## config.mk

```make
export PLATFORM = sky130hd
export DESIGN_NAME = thread_registers_flat
export DESIGN_NICKNAME = d
export VERILOG_FILES = /design/src/rtl/thread_registers_if.sv /design/src/rtl/thread_registers.sv /design/src/flat_wrapper.sv
export SDC_FILE = /design/constraint.sdc
export NUM_CORES = 1
export LEC_CHECK = 0
export BUFFER_PORTS_ARGS = -buffer_cell sky130_fd_sc_hd__buf_2
export CORE_MARGIN = 5
export CORE_UTILIZATION = 23
export CTS_BUF_LIST = sky130_fd_sc_hd__clkbuf_4
export CTS_CLUSTER_SIZE = 8
export DETAILED_ROUTE_END_ITERATION = 8
export PLACE_DENSITY = 0.47
export REMOVE_ABC_BUFFERS = 1
export SLEW_MARGIN = 0
export SYNTH_ARGS = -nofsm -noshare
export SYNTH_HDL_FRONTEND = slang
export SYNTH_SLANG_ARGS = --single-unit
```

## constraint.sdc

```tcl
create_clock -name clk -period 3.2 [get_ports clk]
set_input_delay 0.8 -clock clk [delete_from_list [all_inputs] [get_ports clk]]
set_output_delay 0.8 -clock clk [all_outputs]
set_load 0.1 [all_outputs]
```

## src/rtl/thread_registers_if.sv

```systemverilog
// Operand/writeback bundle between a thread's decode/control logic and its register file.
// The control side owns everything except the registered rs/rt operands.
interface thread_registers_if #(
   parameter int DATA_BITS = 8
);
   logic                 enable;
   logic [7:0]           block_id;
   logic [2:0]           core_state;
   logic [3:0]           decoded_rd_address;
   logic [3:0]           decoded_rs_address;
   logic [3:0]           decoded_rt_address;
   logic                 decoded_reg_write_enable;
   logic [1:0]           decoded_reg_input_mux;
   logic [DATA_BITS-1:0] decoded_immediate;
   logic [DATA_BITS-1:0] alu_out;
   logic [DATA_BITS-1:0] lsu_out;
   logic [DATA_BITS-1:0] rs;
   logic [DATA_BITS-1:0] rt;

   modport master (
      output enable, block_id, core_state,
      output decoded_rd_address, decoded_rs_address, decoded_rt_address,
      output decoded_reg_write_enable, decoded_reg_input_mux, decoded_immediate,
      output alu_out, lsu_out,
      input  rs, rt
   );

   modport slave (
      input  enable, block_id, core_state,
      input  decoded_rd_address, decoded_rs_address, decoded_rt_address,
      input  decoded_reg_write_enable, decoded_reg_input_mux, decoded_immediate,
      input  alu_out, lsu_out,
      output rs, rt
   );
endinterface

```

## src/rtl/thread_registers.sv

```systemverilog
// Per-thread 16-entry register file: reads in REQUEST, writes in UPDATE.
// R13..R15 are read-only identity registers (block ID, block size, thread ID).
module thread_registers #(
   parameter int THREADS_PER_BLOCK = 4,
   parameter int THREAD_ID         = 0,
   parameter int DATA_BITS         = 8
) (
   input logic               clk,
   input logic               reset,
   thread_registers_if.slave bus
);
   localparam logic [2:0] ST_REQUEST = 3'b011;
   localparam logic [2:0] ST_UPDATE  = 3'b110;

   localparam logic [1:0] MUX_ALU   = 2'b00;
   localparam logic [1:0] MUX_LSU   = 2'b01;
   localparam logic [1:0] MUX_CONST = 2'b10;

   logic [DATA_BITS-1:0] r_regs [16];
   logic [DATA_BITS-1:0] r_rs;
   logic [DATA_BITS-1:0] r_rt;

   logic                 w_rd_en;
   logic                 w_wr_en;
   logic [DATA_BITS-1:0] w_wr_data;

   assign w_rd_en = bus.enable && (bus.core_state == ST_REQUEST);

   // Mux 11 means "no write"; R13..R15 are excluded by the address bound.
   always_comb begin
      w_wr_en   = 1'b0;
      w_wr_data = '0;
      if (bus.enable && (bus.core_state == ST_UPDATE) &&
          bus.decoded_reg_write_enable && (bus.decoded_rd_address <= 4'd12)) begin
         case (bus.decoded_reg_input_mux)
            MUX_ALU:   begin w_wr_en = 1'b1; w_wr_data = bus.alu_out;           end
            MUX_LSU:   begin w_wr_en = 1'b1; w_wr_data = bus.lsu_out;           end
            MUX_CONST: begin w_wr_en = 1'b1; w_wr_data = bus.decoded_immediate; end
            default:   begin w_wr_en = 1'b0; w_wr_data = '0;                    end
         endcase
      end
   end

   always_ff @(posedge clk) begin
      if (reset) begin
         for (int i = 0; i < 13; i++) begin
            r_regs[i] <= '0;
         end
         r_regs[13] <= '0;
         r_regs[14] <= DATA_BITS'(THREADS_PER_BLOCK);
         r_regs[15] <= DATA_BITS'(THREAD_ID);
         r_rs       <= '0;
         r_rt       <= '0;
      end else begin
         // R13 follows block_id regardless of enable/state, so a same-edge read sees the old value.
         r_regs[13] <= DATA_BITS'(bus.block_id);
         if (w_wr_en) begin
            r_regs[bus.decoded_rd_address] <= w_wr_data;
         end
         if (w_rd_en) begin
            r_rs <= r_regs[bus.decoded_rs_address];
            r_rt <= r_regs[bus.decoded_rt_address];
         end
      end
   end

   assign bus.rs = r_rs;
   assign bus.rt = r_rt;
endmodule

```

## src/flat_wrapper.sv

```systemverilog
// flat-port wrapper written by rule: the top's interface ports become plain ports
module thread_registers_flat 
#(
   parameter int THREADS_PER_BLOCK = 4,
   parameter int THREAD_ID         = 0,
   parameter int DATA_BITS         = 8
)
  (clk, reset, bus_enable, bus_block_id, bus_core_state, bus_decoded_rd_address, bus_decoded_rs_address, bus_decoded_rt_address, bus_decoded_reg_write_enable, bus_decoded_reg_input_mux, bus_decoded_immediate, bus_alu_out, bus_lsu_out, bus_rs, bus_rt);
  thread_registers_if #(.DATA_BITS(DATA_BITS)) bus_i ();
  input logic clk;
  input logic reset;
  input wire logic [$bits(bus_i.enable)-1:0] bus_enable;
  input wire logic [$bits(bus_i.block_id)-1:0] bus_block_id;
  input wire logic [$bits(bus_i.core_state)-1:0] bus_core_state;
  input wire logic [$bits(bus_i.decoded_rd_address)-1:0] bus_decoded_rd_address;
  input wire logic [$bits(bus_i.decoded_rs_address)-1:0] bus_decoded_rs_address;
  input wire logic [$bits(bus_i.decoded_rt_address)-1:0] bus_decoded_rt_address;
  input wire logic [$bits(bus_i.decoded_reg_write_enable)-1:0] bus_decoded_reg_write_enable;
  input wire logic [$bits(bus_i.decoded_reg_input_mux)-1:0] bus_decoded_reg_input_mux;
  input wire logic [$bits(bus_i.decoded_immediate)-1:0] bus_decoded_immediate;
  input wire logic [$bits(bus_i.alu_out)-1:0] bus_alu_out;
  input wire logic [$bits(bus_i.lsu_out)-1:0] bus_lsu_out;
  output wire logic [$bits(bus_i.rs)-1:0] bus_rs;
  output wire logic [$bits(bus_i.rt)-1:0] bus_rt;
  assign bus_i.enable = bus_enable;
  assign bus_i.block_id = bus_block_id;
  assign bus_i.core_state = bus_core_state;
  assign bus_i.decoded_rd_address = bus_decoded_rd_address;
  assign bus_i.decoded_rs_address = bus_decoded_rs_address;
  assign bus_i.decoded_rt_address = bus_decoded_rt_address;
  assign bus_i.decoded_reg_write_enable = bus_decoded_reg_write_enable;
  assign bus_i.decoded_reg_input_mux = bus_decoded_reg_input_mux;
  assign bus_i.decoded_immediate = bus_decoded_immediate;
  assign bus_i.alu_out = bus_alu_out;
  assign bus_i.lsu_out = bus_lsu_out;
  assign bus_rs = bus_i.rs;
  assign bus_rt = bus_i.rt;
  thread_registers #(.THREADS_PER_BLOCK(THREADS_PER_BLOCK), .THREAD_ID(THREAD_ID), .DATA_BITS(DATA_BITS)) u_core (.clk(clk), .reset(reset), .bus(bus_i));
endmodule
```

Word level (Yosys, flattened, before mapping)
Memory sizes are Yosys's and may differ from the RTL's. A register that Yosys moved wholly into a read port is not among the register bits.
Cells that the tools add are included.

word-level totals
  register bits after elaboration = 0
  latch bits = 0
  bits in writable memories = 128
  memory bits (read-only) = 0
  output and inout port bits = 16
  logic and storage cells = 28
  memories = 1

memory list
  name           words  bits a word  read ports  clocked after memory_dff  write ports  RTL line                source
  u_core.r_regs  16     8            2           2                         16           thread_registers.sv:19  logic [DATA_BITS-1:0] r_regs [16];

cells by class
  add/subtract/negate cells = 0
  multiply operators = 0
  div/mod/pow operators = 0
  $lt $le $gt $ge = 1
  equality and inequality tests = 4
  shift-type cells = 0
  mux-type cells = 14
  bitwise logic cells = 1
  reductions and logical operators = 7

operator list
  kind                                                    count
  two-way mux 8 bit                                       3
  case mux 8 bit (3 select lines)                         1
  two-way mux 1 bit                                       9
  OR reduction 8 bit                                      1
  less-or-equal comparator 4 bit (second input constant)  1
  logical AND 1 bit                                       4
  two-way mux 4 bit                                       1
  equality test 3 x 2 -> 1 bit (second input constant)    1
  equality test 3 bit (second input constant)             1
  OR reduction 3 bit                                      1
  equality test 2 x 1 -> 1 bit (second input constant)    1
  equality test 2 bit (second input constant)             1
  logical NOT 2 bit                                       1
  OR 1 bit                                                1

Depth between registers and ports, before layout
  depth after elaboration = 10
  mapped depth = 7
  depth with buffers taken out = 4

Least setup slack after synthesis
Ideal clock, no wire load.

  kind = input-to-reg
  start point = in bus_decoded_reg_input_mux[1]
  end point = mem u_core.r_regs[4][0] (enable)
  library setup time = 0.334 ns
  data arrival time = 2.135 ns
  data required time = 2.866 ns
  slack = 0.730 ns
  stages on the path = 5
  path buffers = 1
  path through = buf_2 a21o_1 nor2_1 nand4b_1 nand2b_1

RTL lines
  element          RTL line                source
  start, declared  flat_wrapper.sv:19      input wire logic [$bits(bus_i.decoded_reg_input_mux)-1:0] bus_decoded_reg_input_mux;
  end, declared    thread_registers.sv:19

Worst setup path in the final report
  start point = reg u_core.r_rt[7], in the netlist u_core.bus.rt[7], read port of u_core.r_regs
  end point = out bus_rt[7]

RTL lines
  element          RTL line                source
  start, declared  thread_registers.sv:21  logic [DATA_BITS-1:0] r_rt;
  end, declared    flat_wrapper.sv:24      output wire logic [$bits(bus_i.rt)-1:0] bus_rt;

No word-level cell between the ends.

==> results.ini <==
[route]
drtIter0Drc=355
drt_wl_total_mm=20.26
drt-wirelength-per-cell_um=19.87
vias_per_cell=4.514
drc=0
ant_nets=0
dr.pass1.iters=5
vias=4604

[critical_path]
critPathBufInv=1
critPathTopFamily=buffers and inverters
endpoint=bus_rt[7]
timing.rr.start=u_core.r_regs[10][2]
crit_path_end_kind=output port
cp_max_fo=2
timing.rr.end=u_core.bus.rs[2]
crit_type=register to output port
critical_path.startpoint=u_core.bus.rt[7]
critPathMaxStageDelay_ns=0.46
worst-path-stages=1
critPathRequiredTime_ns=2.40
worst_path_max_delay_cell=buf_2
cp-start-kind=register
worst-r2r-cell-count=3
worstPathCellList=buf_2
critical_path_arrival_ns=1.43
r2r_setup_slack_ns=1.48

[status]
status=finished clean

[timing]
hold_viol=0
fin_skew_ns=0.01940
slew_headroom=0.4756
setup_slack_ns=0.9710
setup_tns_ns=0
max_freq_mhz=448.6
drv_slew=0
worstMarginPinSlew_ns=0.7866
final.min_clock_period_ns=2.229
fin_crit_sh=0.6966
setup_violations=0
rsz0062_at_grt=no

[cells_and_area]
layout_commonest_cell=edfxtp_1
final_cell_mix=edfxtp_1 (120), nor2_1 (116), buf_2 (68)
synthToLayoutAreaGrowth_pct=15.66
multi_input_area_mm2=0.003042
fill_cells=3221
regArea_mm2=0.004084
drive_gt1_frac=0.3355
fin_nets=657

[placement]
globalplace.congestion=0.7265
dp_slack_ns=0.4227
io_buffers=68
dp_hpwl_mm=15.32

[synth]
avgSynthCellArea_um2=14.42
syn_inst=507
synth_edf_count=120
ys_ff_latch=144
yosys_warnings=0
synthesis.area_mm2=0.007312
synth-seq-area-share=0.5585
ys.flop_type=edfxtp_1
synth.distinct_cells=37
synthArstFlopShare=0

[grt]
track_usage=0.1157
grt_pass1_vias=4915
antenna_found_initial=1
grt_pass1_wl_mm=30.58
overflow=0
grt_max_degree=31

[run]
maxCapViolCount=0

[clock_network]
cts_resized=0
cts_tree=yes
root_buffer=clkbuf_4
ctsHoldBuffers=0
cts_num_sinks=144
ctsHtreeMaxLevel=4
clk_pin_slew_ns=0.13
cts_max_path_buffers=2
cts_setup_buffers=0
clk_latency_ns=0.55
numCtsBuffers=17

[floorplan]
die-area_mm2=0.03546
die_w_um=188.3
num_io_pins=69
core_mm2=0.03147
die_h_um=188.3
rows=65
start_util=0.2323

[worst_hold_path]
worstHoldPathType=input port to register

[power_and_ir_drop]
power.density_mw_per_mm2=437.6
peakVddDrop_v=0.0001921
p_leak_uw=0.002843

## cells by family after synthesis
kind of cell           synth area share
flip-flops                       0.5585
other                          0.001027
AO/OA/AOI/OAI                   0.04432
AND/OR/NAND/NOR                  0.1225
multiplexers                     0.2409
buffers and inverters           0.03268
## metrics by stage
step	util	total power, µW	cells	hold WS (ns)	area [µm²]
6_report	0.2687	3700	1020	0.4511	8457
5_1_grt	0.2687	3861	1020	0.4006	8457
4_1_cts	0.2686	3737	1019	0.4034	8454
3_5_place_dp	0.2610	2682	987	0.4596	8214
3_3_place_gp	0.2610	2680	987	0.4702	8214
2_1_floorplan	-	2475	486	0.6634	7126
## worst min path at each step
stage | start | end | slack (ns) | cells past startpoint
after floorplan | u_core.r_regs[3][5] | u_core.bus.rt[5] | 0.66 | 3
after global placement | u_core.bus.rs[7] | u_core.bus.rs[7] | 0.47 | 2
final | bus_block_id[3] | u_core.r_regs[13][3] | 0.45 | 2
after detailed placement | u_core.bus.rt[5] | u_core.bus.rt[5] | 0.46 | 2
after global routing | bus_block_id[2] | u_core.r_regs[13][2] | 0.40 | 2
after CTS | bus_block_id[6] | u_core.r_regs[13][6] | 0.40 | 2
## registers in the layout (all words and copies together), names as in the netlist
name and count:
u_core.bus.rs 8, u_core.bus.rt 8, u_core.r_regs 128
## power breakdown
| group | internal, µW | switching, µW | total, µW |
|---|---|---|---|
| sequential | 2120 | 57.6 | 2180 |
| combinational | 217 | 234 | 451 |
| clock | 404 | 665 | 1070 |
| total | 2740 | 957 | 3700 |
## synthesized netlist by cell type, drive strengths merged, types with 2 or more instances
cell type | instances | area share
a22oi | 11 | 0.011
a32oi | 4 | 0.0048
and2 | 9 | 0.0077
buf | 23 | 0.021
clkbuf | 12 | 0.012
conb | 2 | 0.0010
dfxtp | 24 | 0.066
edfxtp | 120 | 0.49
mux2 | 8 | 0.012
mux2i | 20 | 0.027
mux4 | 64 | 0.20
nand2 | 19 | 0.0098
nand2b | 16 | 0.014
nand3b | 2 | 0.0021
nand4 | 6 | 0.0051
nand4b | 2 | 0.0024
nor2 | 116 | 0.060
nor2b | 13 | 0.011
nor3 | 3 | 0.0036
nor4b | 2 | 0.0041
o211ai | 12 | 0.012
o21ai | 12 | 0.012
## area by class of cell
cell class / count / area share
clock inverter: 12 / 0.01065
timing repair buffer: 99 / 0.06924
multi-input combinational: 342 / 0.3597
antenna: 1 / 0.0002959
clock buffer: 20 / 0.01775
sequential: 144 / 0.4829
tap: 402 / 0.05948
## per-layer routing
| metal | vias up | track usage | share of wire |
|---|---|---|---|
| met2 | 116 | 0.2006 | 0.51 |
| met4 | 0 | 0.02859 | 0.011 |
| met5 | - | 0 | 0 |
| met3 | 17 | 0.02408 | 0.042 |
| li1 | 2134 | - | - |
| met1 | 2337 | 0.1485 | 0.44 |
No activity file was read; power rests on OpenSTA's default activity.
